`config.mk`:
```
export PLATFORM = sky130hd
export DESIGN_NAME = layer0_writer
export DESIGN_NICKNAME = d
export VERILOG_FILES = /design/src/rtl/layer0_pkg.sv /design/src/rtl/pool_row_buf.sv /design/src/rtl/layer0_writer.sv
export SDC_FILE = /design/constraint.sdc
export NUM_CORES = 1
export LEC_CHECK = 0
export ABC_AREA = 0
export BUFFER_PORTS_ARGS = -buffer_cell sky130_fd_sc_hd__clkbuf_2
export CAP_MARGIN = 20
export CORE_MARGIN = 10
export CORE_UTILIZATION = 48
export CTS_CLUSTER_SIZE = 10
export DETAILED_ROUTE_END_ITERATION = 8
export PLACE_DENSITY = 0.77
export SYNTH_ARGS = -nofsm -noshare
export SYNTH_HDL_FRONTEND = slang
export SYNTH_SLANG_ARGS = --single-unit
```
`constraint.sdc`:
```
create_clock -name clk -period 2 [get_ports clk]
set_input_delay 0.1 -clock clk [delete_from_list [all_inputs] [get_ports clk]]
set_output_delay 0.1 -clock clk [all_outputs]
set_load 0.05 [all_outputs]
```
`src/rtl/layer0_pkg.sv`:
```
// Shared constants, state encoding and helper functions for the layer-0 write-back path.
package layer0_pkg;

  localparam int CONV_W    = 19;
  localparam int DATA_W    = 20;
  localparam int ADDR_W    = 12;
  localparam int DEF_IMG_W = 64;
  localparam int DEF_IMG_H = 64;

  localparam logic [1:0] CSEL_NONE = 2'd0;
  localparam logic [1:0] CSEL_L0   = 2'd1;
  localparam logic [1:0] CSEL_L1   = 2'd2;

  typedef enum logic [2:0] {
    ST_IDLE  = 3'd0,
    ST_ROW   = 3'd1,
    ST_DRAIN = 3'd2,
    ST_HOLD  = 3'd3,
    ST_FIN   = 3'd4
  } state_e;

  function automatic logic [DATA_W-1:0] relu(input logic [CONV_W-1:0] d);
    logic [DATA_W-1:0] r;
    if (d[CONV_W-1]) r = '0;
    else r = {1'b0, d};
    return r;
  endfunction

  function automatic logic [DATA_W-1:0] max_u(input logic [DATA_W-1:0] a,
                                              input logic [DATA_W-1:0] b);
    logic [DATA_W-1:0] m;
    if (a > b) m = a;
    else m = b;
    return m;
  endfunction

endpackage

```
`src/rtl/pool_row_buf.sv`:
```
// One row of 2x2 pooling partial results: a read-modify-write port fed during
// the pixel stream and an independent read port used while draining to L1.
module pool_row_buf
  import layer0_pkg::*;
#(
  parameter int DEPTH = DEF_IMG_W / 2,
  parameter int IDX_W = $clog2(DEPTH)
) (
  input  logic              clk,
  input  logic              rmw_en_i,
  input  logic [IDX_W-1:0]  rmw_idx_i,
  input  logic              rmw_merge_i,
  input  logic [DATA_W-1:0] rmw_data_i,
  input  logic [IDX_W-1:0]  rd_idx_i,
  output logic [DATA_W-1:0] rd_data_o
);

  logic [DATA_W-1:0] mem_q [DEPTH];
  logic [DATA_W-1:0] old_s;
  logic [DATA_W-1:0] new_s;

  assign old_s     = mem_q[rmw_idx_i];
  assign rd_data_o = mem_q[rd_idx_i];

  // Odd rows fold into the value the even row left behind.
  always_comb begin
    new_s = rmw_data_i;
    if (rmw_merge_i) new_s = max_u(old_s, rmw_data_i);
    else new_s = rmw_data_i;
  end

  always_ff @(posedge clk) begin
    if (rmw_en_i) mem_q[rmw_idx_i] <= new_s;
  end

endmodule

```
`src/rtl/layer0_writer.sv`:
```
// Layer-0 write-back: ReLU, L0 writes, row pacing via o_go_down.
// 2x2 max-pooling into L1 is built only when LAYER0_WRITER_POOL_EN is defined.
module layer0_writer
  import layer0_pkg::*;
#(
  parameter int IMG_W = DEF_IMG_W,
  parameter int IMG_H = DEF_IMG_H
) (
  input  logic              clk,
  input  logic              reset,
  input  logic              i_valid,
  input  logic [CONV_W-1:0] i_data,
  output logic              o_go_down,
  output logic [1:0]        o_csel,
  output logic              o_we,
  output logic [ADDR_W-1:0] o_addr,
  output logic [DATA_W-1:0] o_wdata,
  output logic              o_busy,
  output logic              o_done
);

  localparam int COL_W = $clog2(IMG_W);
  localparam int ROW_W = $clog2(IMG_H);

  state_e              state_q, state_d;
  logic [COL_W-1:0]    col_q, col_d;
  logic [ROW_W-1:0]    row_q, row_d;
  logic                we_q, we_d;
  logic [1:0]          csel_q, csel_d;
  logic [ADDR_W-1:0]   addr_q, addr_d;
  logic [DATA_W-1:0]   wdata_q, wdata_d;
  logic                go_down_q, go_down_d;
  logic                done_q, done_d;
  logic                busy_q;

  logic [DATA_W-1:0]   relu_s;
  logic                accept_s;
  logic                last_col_s;
  logic                last_row_s;

  assign relu_s     = relu(i_data);
  assign accept_s   = i_valid && ((state_q == ST_IDLE) || (state_q == ST_ROW));
  assign last_col_s = (col_q == COL_W'(IMG_W - 1));
  assign last_row_s = (row_q == ROW_W'(IMG_H - 1));

`ifdef LAYER0_WRITER_POOL_EN
  localparam int HALF_W = IMG_W / 2;
  localparam int IDX_W  = COL_W - 1;

  logic [DATA_W-1:0]   pair_q, pair_d;
  logic [IDX_W-1:0]    drain_q, drain_d;
  logic [DATA_W-1:0]   pmax_s;
  logic [DATA_W-1:0]   rd_data_s;

  assign pmax_s = max_u(pair_q, relu_s);

  pool_row_buf #(.DEPTH(HALF_W), .IDX_W(IDX_W)) u_pbuf (
    .clk         (clk),
    .rmw_en_i    (accept_s && col_q[0]),
    .rmw_idx_i   (col_q[COL_W-1:1]),
    .rmw_merge_i (row_q[0]),
    .rmw_data_i  (pmax_s),
    .rd_idx_i    (drain_q),
    .rd_data_o   (rd_data_s)
  );
`endif

  // Next-state and next-output logic; every output is registered below.
  always_comb begin
    state_d   = state_q;
    col_d     = col_q;
    row_d     = row_q;
    we_d      = 1'b0;
    csel_d    = CSEL_NONE;
    addr_d    = '0;
    wdata_d   = '0;
    go_down_d = 1'b0;
    done_d    = 1'b0;
`ifdef LAYER0_WRITER_POOL_EN
    pair_d    = pair_q;
    drain_d   = drain_q;
`endif
    if (accept_s) begin
      we_d    = 1'b1;
      csel_d  = CSEL_L0;
      addr_d  = ADDR_W'({row_q, col_q});
      wdata_d = relu_s;
      col_d   = col_q + COL_W'(1);
`ifdef LAYER0_WRITER_POOL_EN
      if (!col_q[0]) pair_d = relu_s;
      else pair_d = pair_q;
`endif
      if (last_col_s) begin
`ifdef LAYER0_WRITER_POOL_EN
        // IMG_H is even, so the last row is always odd and leaves through DRAIN.
        if (row_q[0]) state_d = ST_DRAIN;
        else state_d = ST_HOLD;
`else
        if (last_row_s) state_d = ST_FIN;
        else state_d = ST_HOLD;
`endif
      end else begin
        state_d = ST_ROW;
      end
    end else begin
      case (state_q)
`ifdef LAYER0_WRITER_POOL_EN
        ST_DRAIN: begin
          we_d    = 1'b1;
          csel_d  = CSEL_L1;
          addr_d  = ADDR_W'({row_q[ROW_W-1:1], drain_q});
          wdata_d = rd_data_s;
          drain_d = drain_q + IDX_W'(1);
          if (drain_q == IDX_W'(HALF_W - 1)) begin
            if (last_row_s) state_d = ST_FIN;
            else state_d = ST_HOLD;
          end else begin
            state_d = ST_DRAIN;
          end
        end
`endif
        ST_HOLD: begin
          go_down_d = 1'b1;
          row_d     = row_q + ROW_W'(1);
          state_d   = ST_ROW;
        end
        ST_FIN: begin
          done_d  = 1'b1;
          row_d   = '0;
          col_d   = '0;
          state_d = ST_IDLE;
        end
        default: state_d = state_q;
      endcase
    end
  end

  // State, counters and registered outputs with synchronous reset.
  always_ff @(posedge clk) begin
    if (reset) begin
      state_q   <= ST_IDLE;
      col_q     <= '0;
      row_q     <= '0;
      we_q      <= 1'b0;
      csel_q    <= CSEL_NONE;
      addr_q    <= '0;
      wdata_q   <= '0;
      go_down_q <= 1'b0;
      done_q    <= 1'b0;
      busy_q    <= 1'b0;
`ifdef LAYER0_WRITER_POOL_EN
      pair_q    <= '0;
      drain_q   <= '0;
`endif
    end else begin
      state_q   <= state_d;
      col_q     <= col_d;
      row_q     <= row_d;
      we_q      <= we_d;
      csel_q    <= csel_d;
      addr_q    <= addr_d;
      wdata_q   <= wdata_d;
      go_down_q <= go_down_d;
      done_q    <= done_d;
      busy_q    <= (state_d != ST_IDLE);
`ifdef LAYER0_WRITER_POOL_EN
      pair_q    <= pair_d;
      drain_q   <= drain_d;
`endif
    end
  end

  assign o_go_down = go_down_q;
  assign o_csel    = csel_q;
  assign o_we      = we_q;
  assign o_addr    = addr_q;
  assign o_wdata   = wdata_q;
  assign o_busy    = busy_q;
  assign o_done    = done_q;

endmodule

```
==> impl_metrics.json <==
{
  "firstDrtPassIters": 6,
  "grt_pass1_wl_mm": 6.42,
  "dpl-instance-area_um2": 2010,
  "die_x_um": 79.6,
  "crit_path_end_kind": "register",
  "syn_area_um2": 1710,
  "insertion_delay_ps": 360,
  "clock_path_buffers": 2,
  "first_global_vias": 1435,
  "worst-path-buf-inv": 0,
  "worst-path-max-fanout": 11,
  "route.detailed.drc": 0,
  "gr-usage-all-layers_pct": 12.7,
  "drive_above_1_share_pct": 29.9,
  "die_area_um2": 6340,
  "fill_cells": 274,
  "drv_slew": 0,
  "p_leak_nw": 1.04,
  "antenna_found_initial": 0,
  "min_period_ps": 1720,
  "seq_area_frac_synth_pct": 57.5,
  "start_util_pct": 50.3,
  "hold_class": "input port to register",
  "numPortBuffers": 56,
  "post_synth_num_cell_types": 38,
  "power_density_nw_per_um2": 733,
  "clock_sinks": 49,
  "row_count": 21,
  "tns_ps": 0,
  "max_freq_ghz": 0.581,
  "postLayoutCoreUtil_pct": 66.5,
  "insertedDiodeCount": 0,
  "max-vdd-ir-drop_uv": 446,
  "drtAntennaViolNets": 0,
  "htreeDepth": 2,
  "ys.warnings.count": 0,
  "layout.nets": 267,
  "layout.cells.non_filler": 290,
  "layout_commonest_cell": "clkbuf_2",
  "seq_area_um2": 981,
  "detail_route.iter0.violations": 106,
  "core_um2": 3390,
  "hold_viol_final": 0,
  "synth-seq-cells": 49,
  "critPathSlowestCell": "or4_1",
  "cts_made_buffers": 5,
  "postSynthCellCount": 169,
  "clk_pin_slew_ps": 130,
  "outcome": "complete, no violations",
  "io-pin-count": 60,
  "routed_wl_mm": 3.97,
  "clock-root-buffer": "clkbuf_4",
  "grt_start_max_net_pins": 19,
  "grt_overflow": 0,
  "fin_area_um2": 2250,
  "crit_path_start_kind": "register",
  "dp.cells": 264,
  "slowest_delay_ps": 550,
  "crit_chain": "or3b_1 > or4_1 > a21oi_1",
  "min_period_over_period_pct": 86.0,
  "viasPerCell": 4.96,
  "die_y_um": 79.6,
  "final-setup-viol-count": 0,
  "cp.arrival_ps": 2020,
  "crit_type": "register to register",
  "multi_input_area_um2": 646,
  "area_delta_synth_final_pct": 32.2,
  "dpl.hpwl_mm": 2.89,
  "crit_family": "simple AND/OR/NAND/NOR gates",
  "detail_route.wl_per_cell_um": 13.7,
  "total_power_w": 0.00165,
  "cp.required_ps": 2300,
  "max_cap_viol_count": 0,
  "rsz0062_at_grt": "false",
  "avgSynthCellArea_um2": 10.1,
  "postCtsSetupRepairBufs": 0,
  "tritoncts": "done",
  "layout_common_cells": "clkbuf_2, dfxtp_1, and2_1",
  "finClkSkew_ps": 11.6,
  "vias": 1439,
  "gp_congestion": 0.910
}
==> through the flow <==
| step | setup slack (ps) | hold slack (ps) |
|---|---|---|
| 6_report | 280 | 73.9 |
| 5_1_grt | 173 | 77.8 |
| 4_1_cts | 286 | 58.1 |
| 3_5_place_dp | 326 | 302 |
| 3_3_place_gp | 367 | 299 |
| 2_1_floorplan | 502 | 222 |
==> synth_stat cells <==
library cell / count / area, µm²
or3_1: 1 / 6.26
buf_1: 1 / 3.75
a211oi_1: 1 / 7.51
buf_2: 3 / 15.0
ha_1: 2 / 25.0
o31ai_1: 1 / 7.51
o21ai_0: 3 / 15.0
o211a_1: 1 / 10.0
and4b_1: 1 / 10.0
nand4_1: 3 / 18.8
nand2b_1: 1 / 6.26
a22oi_1: 1 / 7.51
o311ai_0: 1 / 8.76
nand2_1: 8 / 30.0
dfxtp_1: 49 / 981
nand3b_1: 1 / 7.51
nand3_1: 5 / 25.0
and2_1: 19 / 119
or3b_1: 2 / 17.5
or4b_1: 1 / 10.0
nor2_1: 12 / 45.0
clkbuf_1: 5 / 18.8
a2111oi_0: 3 / 26.3
buf_4: 4 / 30.0
a31oi_1: 3 / 18.8
or2_2: 2 / 12.5
buf_6: 1 / 11.3
inv_1: 2 / 7.51
nor2b_1: 1 / 6.26
nor3_4: 1 / 16.3
nor3_1: 1 / 5.00
a21oi_1: 10 / 50.1
o211ai_1: 2 / 15.0
or4_1: 2 / 15.0
or4b_2: 1 / 10.0
nor3b_1: 1 / 7.51
conb_1: 1 / 3.75
and3_1: 12 / 75.1
==> final cells by class <==
class / instances / area share [%]
flip-flops and latches: 49 / 43.5
multi-input cells: 106 / 28.6
repair buffers: 79 / 22.1
well taps: 46 / 2.55
clock buffers: 6 / 2.28
clock inverters: 2 / 0.610
inverters: 2 / 0.333
==> kinds of logic (layout without fill, tap and decap cells) <==
group,count (synthesis),in the layout,share of synthesized area [%]
adders and majority gates,2,2,1.47
buffers and inverters,16,89,5.06
AOI/OAI and AO/OA,26,26,9.76
other,1,3,0.220
and+or+nand+nor,75,75,26.0
DFF,49,49,57.5
==> final timing paths <==
| path | startpoint | end | slack (ps) | depth (start not counted) |
|---|---|---|---|---|
| hold reg to reg | col_q[4]$_SDFFE_PP0P_ | col_q[4]$_SDFFE_PP0P_ | 520 | 1 |
| hold / removal | reset | state_q[1]$_SDFF_PP0_ | 70 | 2 |
| setup / recovery | state_q[1]$_SDFF_PP0_ | col_q[5]$_SDFFE_PP0P_ | 280 | 3 |
| setup reg to reg | state_q[1]$_SDFF_PP0_ | col_q[5]$_SDFFE_PP0P_ | 280 | 3 |
==> registers in the layout, indices dropped and copies added (netlist names) <==
register / cells
row_q: 6
o_go_down: 1
o_csel: 1
o_done: 1
o_addr: 12
col_q: 6
state_q: 3
o_busy: 1
o_wdata: 18
==> power by group <==
part	internal, W	switching [W]
Sequential	0.000994	0.0000117
Combinational	0.0000655	0.000111
Clock	0.000172	0.000297
==> layer usage <==
| layer | vias up | global-route usage [%] | wire [µm] |
|---|---|---|---|
| li1 | 727 | - | - |
| met1 | 655 | 13.0 | 1520 |
| met2 | 47 | 21.6 | 2070 |
| met3 | 10 | 4.50 | 279 |
| met4 | 0 | 7.71 | 112 |
| met5 | - | 0 | 0 |
==> timing repair <==
item                      CTS  global route
gates resized for setup     0             0
hold buffers               18             0
hold endpoints to repair   18             0
Power figures use the tool's default switching activity.
